$ cat config.mk
export PLATFORM = sky130hd
export DESIGN_NAME = unary_stream_sequencer
export DESIGN_NICKNAME = d
export VERILOG_FILES = /design/src/rtl/unary_pkg.sv /design/src/rtl/unary_ones_counter.sv /design/src/rtl/unary_stream_sequencer.sv
export SDC_FILE = /design/constraint.sdc
export NUM_CORES = 1
export LEC_CHECK = 0
export CORE_MARGIN = 3
export CORE_UTILIZATION = 41
export CTS_BUF_LIST = sky130_fd_sc_hd__clkbuf_8
export DETAILED_ROUTE_END_ITERATION = 12
export REMOVE_ABC_BUFFERS = 1
export SYNTH_ARGS = -nofsm -noshare
export SYNTH_HDL_FRONTEND = slang
export SYNTH_SLANG_ARGS = --single-unit
$ cat constraint.sdc
create_clock -name clk -period 4.9 [get_ports clk]
set_clock_uncertainty 0.05 [all_clocks]
set_input_delay 0.49 -clock clk [delete_from_list [all_inputs] [get_ports clk]]
set_output_delay 0.49 -clock clk [all_outputs]
set_load 0.1 [all_outputs]
$ cat src/rtl/unary_pkg.sv
// -----------------------------------------------------------------------------
// unary_pkg
//   Shared definitions for the unary arithmetic path: the sequencer state type
//   and the default operand width and phase lengths.
//
//   VAL_W_DEF       default operand width in bits
//   STREAM_LEN_DEF  default read-phase length; also the maximum ones per operand
//   WRITE_LEN_DEF   default write-phase length; long enough for the largest sum
//   seq_state_e     sequencer phases IDLE -> READ -> WRITE -> DONE
// -----------------------------------------------------------------------------
package unary_pkg;

    localparam int VAL_W_DEF      = 4;
    localparam int STREAM_LEN_DEF = (1 << VAL_W_DEF) - 1;
    localparam int WRITE_LEN_DEF  = 2 * STREAM_LEN_DEF;

    typedef enum logic [1:0] {
        IDLE  = 2'd0,
        READ  = 2'd1,
        WRITE = 2'd2,
        DONE  = 2'd3
    } seq_state_e;

endpackage : unary_pkg

$ cat src/rtl/unary_ones_counter.sv
// -----------------------------------------------------------------------------
// unary_ones_counter
//   Counts the ones on a serial unary stream. The count saturates at its
//   all-ones value instead of wrapping, so an over-long stream reads as
//   "at least max" rather than as a small, wrong number. Also used by the
//   downstream unary-to-binary stage.
//
//   clk      in   1      rising-edge clock
//   rst      in   1      asynchronous active-high reset, clears the count
//   en_i     in   1      sample bit_i this cycle
//   clr_i    in   1      synchronous clear; wins over en_i
//   bit_i    in   1      serial unary bit
//   count_o  out  CNT_W  current number of ones seen since the last clear
// -----------------------------------------------------------------------------
module unary_ones_counter #(
    parameter int CNT_W = 5
) (
    input  logic             clk,
    input  logic             rst,
    input  logic             en_i,
    input  logic             clr_i,
    input  logic             bit_i,
    output logic [CNT_W-1:0] count_o
);

    localparam logic [CNT_W-1:0] CNT_MAX = '1;

    logic [CNT_W-1:0] count_q;
    logic [CNT_W-1:0] count_d;

    always_comb begin
        // NOTE: next-state starts as a copy of the register so every path
        // assigns it; a missing branch would otherwise infer a latch.
        count_d = count_q;
        if (clr_i) begin
            count_d = '0;
        end else if (en_i && bit_i && (count_q != CNT_MAX)) begin
            count_d = count_q + 1'b1;
        end
    end

    // NOTE: flops are written with <= so every register samples the values
    // from before the edge, independent of block ordering.
    always_ff @(posedge clk or posedge rst) begin
        if (rst) begin
            count_q <= '0;
        end else begin
            count_q <= count_d;
        end
    end

    assign count_o = count_q;

endmodule : unary_ones_counter

$ cat src/rtl/unary_stream_sequencer.sv
// -----------------------------------------------------------------------------
// unary_stream_sequencer
//   Upstream driver for the unary adder. Takes a pair of binary operands over
//   a valid/ready handshake, plays each one out as a thermometer stream
//   (ones first) during the adder's read phase, then runs the adder's write
//   phase and counts the ones on its dout stream to return the binary sum.
//   One operation is in flight at a time.
//
//   clk            in   1      rising-edge clock
//   rst            in   1      asynchronous active-high reset
//   in_valid       in   1      operand pair valid
//   in_ready       out  1      sequencer is idle and can take an operand pair
//   a_val          in   VAL_W  operand A (binary)
//   b_val          in   VAL_W  operand B (binary)
//   a_bit          out  1      thermometer stream of A to the adder
//   b_bit          out  1      thermometer stream of B to the adder
//   en             out  1      adder enable (high in READ and WRITE)
//   read_or_write  out  1      adder phase select, 0 = read, 1 = write
//   dout           in   1      unary sum stream from the adder
//   sum_valid      out  1      one-cycle pulse, sum_out holds the final sum
//   sum_out        out  CNT_W  ones counted on dout during the write phase
//
//   Timeline after the accept edge: READ for STREAM_LEN cycles, WRITE for
//   WRITE_LEN cycles, DONE for one cycle, then IDLE with in_ready high.
// -----------------------------------------------------------------------------
module unary_stream_sequencer
    import unary_pkg::*;
#(
    parameter int VAL_W      = VAL_W_DEF,
    parameter int STREAM_LEN = (1 << VAL_W) - 1,
    parameter int WRITE_LEN  = 2 * STREAM_LEN,
    parameter int CNT_W      = $clog2(WRITE_LEN + 1)
) (
    input  logic             clk,
    input  logic             rst,
    input  logic             in_valid,
    output logic             in_ready,
    input  logic [VAL_W-1:0] a_val,
    input  logic [VAL_W-1:0] b_val,
    output logic             a_bit,
    output logic             b_bit,
    output logic             en,
    output logic             read_or_write,
    input  logic             dout,
    output logic             sum_valid,
    output logic [CNT_W-1:0] sum_out
);

    // Common width for comparing the phase counter against an operand; the
    // counter is usually wider, but not if STREAM_LEN is overridden small.
    localparam int CMP_W = (CNT_W > VAL_W) ? CNT_W : VAL_W;

    localparam logic [VAL_W-1:0] OPND_MAX   = VAL_W'(STREAM_LEN);
    localparam logic [CNT_W-1:0] READ_LAST  = CNT_W'(STREAM_LEN - 1);
    localparam logic [CNT_W-1:0] WRITE_LAST = CNT_W'(WRITE_LEN - 1);

    // An operand larger than the read phase cannot be streamed in full, so
    // it is clamped to a stream of all ones.
    function automatic logic [VAL_W-1:0] sat_operand(input logic [VAL_W-1:0] v);
        return (v > OPND_MAX) ? OPND_MAX : v;
    endfunction

    seq_state_e       state_q;
    seq_state_e       state_d;
    logic [CNT_W-1:0] cnt_q;
    logic [CNT_W-1:0] cnt_d;
    logic [VAL_W-1:0] a_q;
    logic [VAL_W-1:0] a_d;
    logic [VAL_W-1:0] b_q;
    logic [VAL_W-1:0] b_d;

    logic             a_bit_q;
    logic             a_bit_d;
    logic             b_bit_q;
    logic             b_bit_d;
    logic             en_q;
    logic             en_d;
    logic             rw_q;
    logic             rw_d;
    logic             sum_valid_q;
    logic             sum_valid_d;

    logic             accept;
    logic             sum_en;

    // in_ready is the only combinational output; it is gated by rst so the
    // handshake is dead for the whole reset interval, not just after it.
    assign in_ready = (state_q == IDLE) && !rst;
    assign accept   = in_valid && in_ready;

    // -------------------------------------------------------------------------
    // Phase control. A single counter times both READ and WRITE and restarts
    // from zero at every phase change.
    // -------------------------------------------------------------------------
    always_comb begin
        state_d = state_q;
        cnt_d   = cnt_q;
        a_d     = a_q;
        b_d     = b_q;

        case (state_q)
            IDLE: begin
                if (accept) begin
                    state_d = READ;
                    cnt_d   = '0;
                    a_d     = sat_operand(a_val);
                    b_d     = sat_operand(b_val);
                end
            end
            READ: begin
                if (cnt_q == READ_LAST) begin
                    state_d = WRITE;
                    cnt_d   = '0;
                end else begin
                    cnt_d = cnt_q + 1'b1;
                end
            end
            WRITE: begin
                if (cnt_q == WRITE_LAST) begin
                    state_d = DONE;
                    cnt_d   = '0;
                end else begin
                    cnt_d = cnt_q + 1'b1;
                end
            end
            DONE: begin
                state_d = IDLE;
            end
            default: begin
                state_d = IDLE;
                cnt_d   = '0;
            end
        endcase
    end

    // -------------------------------------------------------------------------
    // Adder-side outputs are decoded from the next state and registered, so
    // each output changes exactly on the edge that enters its phase and no
    // input reaches an output without passing through a flop.
    // -------------------------------------------------------------------------
    always_comb begin
        a_bit_d     = 1'b0;
        b_bit_d     = 1'b0;
        en_d        = 1'b0;
        rw_d        = 1'b0;
        sum_valid_d = 1'b0;

        case (state_d)
            READ: begin
                en_d    = 1'b1;
                // Thermometer code: ones while the counter is below the operand.
                a_bit_d = CMP_W'(cnt_d) < CMP_W'(a_d);
                b_bit_d = CMP_W'(cnt_d) < CMP_W'(b_d);
            end
            WRITE: begin
                en_d = 1'b1;
                rw_d = 1'b1;
            end
            DONE: begin
                sum_valid_d = 1'b1;
            end
            default: begin
                en_d = 1'b0;
            end
        endcase
    end

    always_ff @(posedge clk or posedge rst) begin
        if (rst) begin
            state_q     <= IDLE;
            cnt_q       <= '0;
            a_q         <= '0;
            b_q         <= '0;
            a_bit_q     <= 1'b0;
            b_bit_q     <= 1'b0;
            en_q        <= 1'b0;
            rw_q        <= 1'b0;
            sum_valid_q <= 1'b0;
        end else begin
            state_q     <= state_d;
            cnt_q       <= cnt_d;
            a_q         <= a_d;
            b_q         <= b_d;
            a_bit_q     <= a_bit_d;
            b_bit_q     <= b_bit_d;
            en_q        <= en_d;
            rw_q        <= rw_d;
            sum_valid_q <= sum_valid_d;
        end
    end

    assign a_bit         = a_bit_q;
    assign b_bit         = b_bit_q;
    assign en            = en_q;
    assign read_or_write = rw_q;
    assign sum_valid     = sum_valid_q;

    // -------------------------------------------------------------------------
    // Sum accumulation. dout only counts while in WRITE; the count clears on
    // the accept edge so sum_out keeps the previous result until a new
    // operation actually starts.
    // -------------------------------------------------------------------------
    assign sum_en = (state_q == WRITE);

    unary_ones_counter #(
        .CNT_W (CNT_W)
    ) u_sum_counter (
        .clk     (clk),
        .rst     (rst),
        .en_i    (sum_en),
        .clr_i   (accept),
        .bit_i   (dout),
        .count_o (sum_out)
    );

endmodule : unary_stream_sequencer
==> results.txt <==
area grow syn2layout - 24.01%
CP peak stage delay - 1.16 ns
Clock Sinks - 25
Yosys reg bits - 25
dpl hpwl - 1775 um
Die X - 62.93 um
Crit. End Element - output pin
hold endpoint - a_q[1]$_DFF_PP0_
worst-skew pair later-pin latency - 0.27 ns
Comb power frac - 0.535
critical path class - in -> out
Startpoint Class - primary input
top cell type by total area after synthesis - dfrtp_1
Ys Warns - 0
CP Max Fanout - 4
clock share of power - 0.125
Critical Path RT - 4.36 ns
Iteration-0 DRC Markers - 22
Tcrit/Tclk final - 0.5896
post-synthesis mux area share - 0.09228
most common library cells after synthesis - dfrtp_1, inv_1, ha_1
worst r2r dst - a_bit$_DFF_PP0_
die height - 62.93 um
Total GRT Usage - 0.1344
simple-gate share of the synthesized area - 0.1224
number of remaining DRC errors - 0
I/O pin count - 23
filler cell count - 284
# diodes - 0
Worst R2R Setup Slack - 2.27 ns
syn_area_per_cell - 11.26 um2
IO buf count - 22
WL/cell - 12.87 um
Nets - 170
top cell type's share of synthesized area - 0.4708
Resized cells post-CTS - 0
die area - 3960 um2
largest net degree at the start of global routing - 26
Final Wtd Congestion - 0.8356
slowest CP cell - clkdlybuf4s50_1
# rows - 20
# setup viols final - 0
sw frac - 0.4464
CTS tree - done
Arr. time, crit path - 2.35 ns
initial antenna violation count - 0
routed via count - 946
postcts setup bufs - 0
Top FF cell, synth - dfrtp_1
mapped cell area - 1329 um2
Mapped Cells - 118
Worst R2R Start - cnt_q[0]$_DFF_PP0_
RSZ-0062 raised after global routing - no
CTS root buf - clkbuf_8
Flop pwr share - 0.340
Final ANT Viol Nets - 0
Avg Vias per Cell - 5.059
setup TNS - 0 ns
total power - 952.2 uW
share of layout cells above drive strength 1 - 0.06294
Worst Reg-to-Reg Cells - 10
crit path time final - 2.889 ns
Leak - 0.0007792 uW
Pwr Density - 577.9 nW/um2
XOR/XNOR share of the synthesized area - 0.02637
max cap viols - 0
switching power total - 425.1 uW
worst hold start - a_q[1]$_DFF_PP0_
internal power - 527.1 uW
Slew HR - 0.3516
Hold Crit Class - reg -> reg
Reg area - 625.6 um2
Synth Area in Compound Gates - 0.1073
largest family of logic cells by synthesized area - adder cells
first-pass GRT wire length - 4146 um
worst-case clock buffer depth - 2
Initial Util - 0.4317
Synth area leaders - dfrtp_1, ha_1, mux2i_1, inv_1, mux2_4
Reg clk slew, reported paths - 0.08 ns
crit path cell chain - clkdlybuf4s50_1 > nor3_1 > clkdlybuf4s50_1
share of flip-flops with an asynchronous set or reset - 1.000
Util after Layout - 0.5354
Pre-Repair DR Iteration Count - 4
CORE AREA - 3078 um2
GR Overflow Total - 0
status - complete, no violations
post-synthesis adder-cell area fraction - 0.1318
sequential-to-total area share from yosys stat - 0.4708
CP Buf/Inv Count - 2
EDFF count, synth - 0
CTS Hold Bufs - 0
H-tree lvl count - 1
Worst path top cell family by delay - buffers and inverters
cell with the most instances after synthesis - dfrtp_1
Peak VDD IR - 0.0002246 V
multi-input logic area - 638.1 um2
vias in the first global route - 921
WHS Path Cells - 2
Yosys cell types - 35
final count of hold timing violations - 0
worst-margin pin slew - 0.9695 ns
overall routed net length - 2406 um
clock buffer count from CTS - 3
Max Fclk - 0.3461 GHz
crit-path most repeated cell - clkdlybuf4s50_1
Max Transition Viols Final - 0
cells by family after synthesis:
group	after synthesis
adder cells (fa/ha/maj)	14
AND/OR/NAND/NOR	26
multiplexers	11
XOR/XNOR	4
AO/OA/AOI/OAI	21
flip-flops	25
buffers and inverters	17
registers in the layout (all words and copies together), names as in the netlist:
name / cells
state_q: 2
en: 1
u_sum_counter.count_o: 5
b_bit: 1
b_q: 4
cnt_q: 5
read_or_write: 1
a_bit: 1
a_q: 4
sum_valid: 1
cells in the final DEF (no fill, tap or decap):
cell type / synthesis / layout
o221ai_1: 1 / 1
xnor2_1: 2 / 2
mux2_4: 2 / 2
dfrtp_1: 25 / 25
nand2_1: 1 / 1
nor4b_1: 1 / 1
a221oi_1: 1 / 1
inv_1: 15 / 16
a211o_1: 1 / 1
a211oi_1: 1 / 1
nor2_1: 8 / 8
ha_1: 14 / 14
nand3_1: 2 / 2
buf_4: 0 / 1
a22oi_1: 1 / 1
clkbuf_8: 0 / 3
o211ai_1: 2 / 2
a21o_1: 1 / 1
a311oi_1: 2 / 2
o22ai_1: 3 / 3
nor3_1: 1 / 1
nor4bb_1: 1 / 1
mux2_2: 2 / 2
and2_1: 1 / 1
o21a_1: 1 / 1
nand2b_1: 4 / 4
o21ai_0: 3 / 3
xor2_1: 2 / 2
mux2i_1: 7 / 7
nand4b_1: 1 / 1
nor4b_4: 1 / 1
nand4_1: 2 / 2
a21oi_1: 4 / 4
nor2b_1: 2 / 2
and3_1: 1 / 1
clkdlybuf4s50_1: 0 / 22
power groups by stage:
| stage | logic [uW] | clock network [uW] | registers, uW |
|---|---|---|---|
| 6_report | 509 | 119 | 324 |
| 5_1_grt | 579 | 135 | 330 |
| 4_1_cts | 518 | 124 | 323 |
| 3_5_place_dp | 509 | 0 | 326 |
| 3_3_place_gp | 504 | 0 | 325 |
| 2_1_floorplan | 296 | 0 | 416 |
worst max-delay path by stage:
stage | startpoint | to | slack, ns | cells past startpoint
final | rst | in_ready | 2.01 | 3
after global routing | cnt_q[0]$_DFF_PP0_ | a_bit$_DFF_PP0_ | 1.90 | 10
after CTS | rst | in_ready | 2.01 | 3
after detailed placement | rst | in_ready | 2.01 | 3
after global placement | rst | in_ready | 2.02 | 3
after floorplan | rst | in_ready | 1.77 | 1
routing by layer:
layer  global-route usage  vias up  share of wire
met3              0.02878        5          0.051
li1                     -      464              -
met1               0.1678      456           0.45
met2               0.2200       21           0.48
met4              0.06336        0          0.016
met5                    0        -              0
through the flow:
step	cells	instance area [um2]	hold slack [ns]	setup WS, ns
floorplan	116	1320	0.4029	1.772
global placement	183	1603	0.4321	2.022
detailed placement	183	1603	0.4340	2.014
CTS	187	1648	0.4567	2.008
global route	187	1648	0.4703	1.903
finish	187	1648	0.4525	2.011
final cells by class:
class,count,share of cell area
inverter,15,0.03417
multi-input combinational,76,0.3872
clock inverter,1,0.002278
tap,44,0.03341
timing repair buffer,23,0.1382
sequential,25,0.3797
clock buffer,3,0.02506
worst min-delay path, stage by stage (launching register included):
cell	delay [ns]
dfrtp_1	0.33
mux2i_1	0.08
inv_1	0.06
No activity file was read; power rests on OpenSTA's default activity.
